[src/rtl/cdb_arbiter.sv]
// rtl/cdb_arbiter.sv - round-robin CDB result arbiter with per-requester starvation tracking
// Optional feature macro: CDB_STARVE_BOOST_EN (starved requesters override round-robin order).
module cdb_arbiter #(
    parameter int NUM_REQ      = 4,
    parameter int STARVE_LIMIT = 7,
    parameter int IDX_W        = $clog2(NUM_REQ)
) (
    input  logic               clock,
    input  logic               reset_n,
    input  logic               flush,
    input  logic               cdb_stall,
    input  logic [NUM_REQ-1:0] req,
    output logic [NUM_REQ-1:0] gnt,
    output logic               gnt_valid,
    output logic [IDX_W-1:0]   gnt_idx,
    output logic [IDX_W-1:0]   rr_ptr,
    output logic [NUM_REQ-1:0] starve_flag,
    output logic [15:0]        grant_total
);

    // STARVE_LIMIT tops out at 255, so eight bits always hold a wait count.
    localparam int CNT_W = 8;

    logic [IDX_W-1:0]              rr_ptr_q, rr_ptr_d;
    logic [NUM_REQ-1:0][CNT_W-1:0] wait_q, wait_d;
    logic [15:0]                   total_q, total_d;

    logic [NUM_REQ-1:0] starve_w;
    logic [NUM_REQ-1:0] gnt_w;
    logic [IDX_W-1:0]   idx_w;
    logic               found;
    int                 cand;

    // A requester is starved once its wait count has saturated.
    always_comb begin
        starve_w = '0;
        for (int i = 0; i < NUM_REQ; i++) begin
            starve_w[i] = (wait_q[i] == CNT_W'(STARVE_LIMIT));
        end
    end

    // Same-cycle grant selection: starved override (if enabled), else scan upward from rr_ptr.
    always_comb begin
        gnt_w = '0;
        idx_w = '0;
        found = 1'b0;
        cand  = 0;
        if (reset_n && !flush && !cdb_stall) begin
`ifdef CDB_STARVE_BOOST_EN
            for (int i = 0; i < NUM_REQ; i++) begin
                if (!found && req[i] && starve_w[i]) begin
                    found = 1'b1;
                    idx_w = IDX_W'(i);
                end
            end
`endif
            for (int off = 0; off < NUM_REQ; off++) begin
                cand = (int'(rr_ptr_q) + off) % NUM_REQ;
                if (!found && req[IDX_W'(cand)]) begin
                    found = 1'b1;
                    idx_w = IDX_W'(cand);
                end
            end
            if (found) begin
                gnt_w[idx_w] = 1'b1;
            end
        end
    end

    // Next-state: flush clears everything, a stall freezes everything, otherwise advance.
    always_comb begin
        rr_ptr_d = rr_ptr_q;
        wait_d   = wait_q;
        total_d  = total_q;
        if (flush) begin
            rr_ptr_d = '0;
            wait_d   = '0;
            total_d  = '0;
        end else if (!cdb_stall) begin
            if (found) begin
                rr_ptr_d = (idx_w == IDX_W'(NUM_REQ - 1)) ? '0 : idx_w + 1'b1;
                total_d  = total_q + 16'd1;
            end
            for (int i = 0; i < NUM_REQ; i++) begin
                if (!req[i] || gnt_w[i]) begin
                    wait_d[i] = '0;
                end else if (!starve_w[i]) begin
                    wait_d[i] = wait_q[i] + 1'b1;
                end
            end
        end
    end

    // Arbitration state registers with asynchronous active-low reset.
    always_ff @(posedge clock or negedge reset_n) begin
        if (!reset_n) begin
            rr_ptr_q <= '0;
            wait_q   <= '0;
            total_q  <= '0;
        end else begin
            rr_ptr_q <= rr_ptr_d;
            wait_q   <= wait_d;
            total_q  <= total_d;
        end
    end

    assign gnt         = gnt_w;
    assign gnt_valid   = |gnt_w;
    assign gnt_idx     = idx_w;
    assign rr_ptr      = rr_ptr_q;
    assign starve_flag = reset_n ? starve_w : '0;
    assign grant_total = total_q;

endmodule
[config.mk]
export PLATFORM = sky130hd
export DESIGN_NAME = cdb_arbiter
export DESIGN_NICKNAME = d
export VERILOG_FILES = /design/src/rtl/cdb_arbiter.sv
export SDC_FILE = /design/constraint.sdc
export NUM_CORES = 1
export LEC_CHECK = 0
export BUFFER_PORTS_ARGS = -buffer_cell sky130_fd_sc_hd__buf_2
export CAP_MARGIN = 20
export CORE_MARGIN = 1
export CORE_UTILIZATION = 40
export CTS_CLUSTER_DIAMETER = 150
export DETAILED_ROUTE_END_ITERATION = 12
export PLACE_DENSITY = 0.62
export RECOVER_POWER = 25
export SYNTH_ARGS = -nofsm -noshare
export SYNTH_HDL_FRONTEND = slang
export SYNTH_SLANG_ARGS = --single-unit
[constraint.sdc]
create_clock -name clock -period 2.5 [get_ports clock]
set_input_delay 0 -clock clock [delete_from_list [all_inputs] [get_ports clock]]
set_output_delay 0 -clock clock [all_outputs]
set_load 0.05 [all_outputs]
==> out/qor.csv <==
metric;value;unit
Power Dens Cells;456.3;nW/um^2
status;complete, no violations;
Switching Power;0.4416;mW
antenna violations before repair;0;
final cell count without fillers;467;
core area;7253;sq um
Gate power share;13.3;%
worst IR drop on VDD;0.0002109;V
area of the multi-input gates;1647;sq um
Synth cell types;60;
Post-Route WL;6727;um
Num CTS Buffers;5;
period utilization;83.53;%
CP Launch Type;flop;
hold path cells;4;
Tmin final;2.088;ns
layout cells sized above 1;20.92;%
dpl hpwl;4827;um
# nets final;380;
grt ovf;0;
num ports;37;
CP endpoint kind;flop;
XOR/XNOR Fraction of Synth Area;3.501;%
Port Buf Inserts;36;
Die X-Extent;88.63;um
Total Routing Usage GR;18.44;%
cell area after synthesis;3002;sq um
worst-path fanout max;8;
Hold WC Path Type;input pin to flop;
GPL Wtd Cong;0.8136;
Util after Layout;46.63;%
number of enable flip-flop cells after synthesis;0;
Setup TNS;0;ns
htree depth;2;
largest family of logic cells by synthesized area;simple AND/OR/NAND/NOR gates;
CP required;2.69;ns
Rows;31;
vias in the first global route;2311;
average routed wire per standard cell;14.40;um
diodes inserted;0;
die area;7854;sq um
Synth Warn #;0;
net count after synthesis;342;
DRC Markers;0;
drt first pass iters;4;
Area Growth Syn to Fin;12.67;%
FF/Latch Area;1252;sq um
Final Cell Area;3382;sq um
post-synthesis sequential area ratio;41.68;%
Post-DP Area;3279;sq um
Filler Cell Count;732;
Leakage Power;1.568;nW
Tightest Pin Transition;0.6783;ns
final worst-path setup slack;0.4118;ns
routed vias;2580;
fin. max-slew vios;0;
Iter 0 DRT Violations;139;
first-pass GRT wire length;11270;um
Placement Setup Slack;0.4328;ns
Slew headroom;54.78;%
most common cell after layout, fill and taps aside;dfrtp_1;
setup violators final;0;
synthesis-stage register bit count;50;
max-cap violations;0;
largest net degree at the start of global routing;55;
Simple-Gate Fraction of Synth Area;28.30;%
Setup Skew;0.007959;ns
post-synthesis mux area share;1.084;%
Top FF cell, synth;dfrtp_1;
Cell Count Post-Placement;458;
CTS Root Cell;clkbuf_8;
worst reg2reg path depth;6;
ys async rst share;100.0;%
sw frac;28.61;%
Routed Antenna Nets;0;
internal power;1.102;mW
latest clock arrival within the worst-skew pair;0.31;ns
DIE HEIGHT;88.63;um
CP Data Arrival Time;2.28;ns
Via density;5.525;
commonest non-fill, non-tap cells in the layout;49 x dfrtp_1, 37 x nor2_1, 34 x buf_2;
Reg power frac;53.9;%
synthesized instance count;329;
Clk pin slew, worst setup/hold paths;0.09;ns
Post CTS Setup Buffer Count;0;
Clk pwr share;32.8;%
f_max;478.9;MHz
Starting Density;41.38;%
Synth Area in Compound Gates;19.88;%
Hold Vio Cnt, Final;0;
Syn Area/Cell;9.123;sq um
CTS Buffer Depth;2;
Synth Area in Adders;2.084;%
RSZ-0062 raised after global routing;false;
kind of critical path;flop to flop;
Clock Sinks;50;
CTS tree;built;
-- path summary, 6_finish.rpt --
check | to | slack (ns) | start
setup / recovery | wait_q[6] | 0.41 | wait_q[3]
hold / removal | grant_total[0] | 0.12 | cdb_stall
setup reg to reg | wait_q[6] | 0.41 | wait_q[3]
hold reg to reg | wait_q[7] | 0.53 | wait_q[7]
max in group asynchronous | rr_ptr[1] | 1.49 | reset_n
min in group asynchronous | wait_q[17] | 0.53 | reset_n
-- synthesized netlist by cell type (2+ instances only) --
cell type,instances,area share [%]
nand4_1,6,1.3
nand3b_1,3,0.75
o21ai_1,6,1.0
nor3_1,6,1.0
inv_1,7,0.88
or3_1,9,1.9
buf_6,3,1.1
a31oi_1,7,1.5
o21ai_0,9,1.5
and2_1,5,1.0
mux2_2,2,0.75
or2_2,5,1.0
a21oi_1,21,3.5
a311oi_4,2,1.8
nand3_1,19,3.2
ha_1,5,2.1
nor4_1,2,0.42
nor2_1,37,4.6
clkbuf_1,6,0.75
a22oi_2,3,1.3
nand2b_1,10,2.1
a22o_1,3,0.88
o31ai_1,2,0.50
a22oi_1,3,0.75
a21o_1,8,2.0
xnor2_1,2,0.58
xor2_1,10,2.9
o21ai_2,3,0.88
dfrtp_1,50,42
nor3_2,3,1.0
or4_1,4,1.0
and3_1,9,1.9
nand2_1,31,3.9
a221o_1,2,0.67
-- kinds of logic (layout without fill, tap and decap cells) --
| group | count (synthesis) | after routing |
|---|---|---|
| simple gates | 158 | 158 |
| compound gates | 81 | 81 |
| flops | 50 | 50 |
| buf+inv | 20 | 59 |
| xor+xnor | 12 | 12 |
| fa+ha+maj | 5 | 5 |
| mux | 3 | 3 |
-- what timing repair did --
action,4_1_cts,5_1_grt
resized for setup,0,0
hold endpoints to repair,50,0
hold buffers,1,0
-- final cells by class --
cell class                      instances  share of cell area (%)
Timing Repair Buffer                   42                   6.659
Multi-Input combinational cell        259                   48.69
Clock buffer                            6                   2.442
Clock inverter                          2                  0.3700
Sequential cell                        50                   37.03
Inverter                                9                   1.147
Tap cell                               99                   3.663
-- through the flow --
step	total power, mW	hold WS, ns
floorplan	0.9912	-0.2956
global placement	1.051	0.2692
detailed placement	1.054	0.2598
CTS	1.564	0.09877
global route	1.617	0.1215
finish	1.543	0.1158
-- power by group through the flow --
stage / sequential [mW] / combinational (mW) / clock [mW]
after floorplan: 0.860 / 0.131 / 0
after global placement: 0.847 / 0.204 / 0
after detailed placement: 0.848 / 0.206 / 0
after CTS: 0.832 / 0.208 / 0.524
after global routing: 0.834 / 0.226 / 0.557
final: 0.832 / 0.205 / 0.506
-- registers in the layout, summed over array words and instances (netlist names) --
register,flops
grant_total,16
rr_ptr,2
wait_q,32
-- metal layers --
metal | wire length (um) | track usage [%] | vias to the layer above | share of wire [%]
met1 | 3169 | 25.28 | 1270 | 47
met3 | 173 | 3.265 | 4 | 2.6
met5 | 0 | 0 | - | 0
met2 | 3334 | 30.21 | 37 | 50
li1 | - | - | 1269 | -
met4 | 49 | 4.692 | 0 | 0.73
-- worst max-delay path: stages (launching register included) --
cell,delay [ns]
dfrtp_1,0.42
or4_1,0.53
nor3_1,0.36
nor4_1,0.12
o21ai_2,0.18
nor3_1,0.09
a211o_1,0.28
Note: power is estimated with default switching activity, not from simulation.
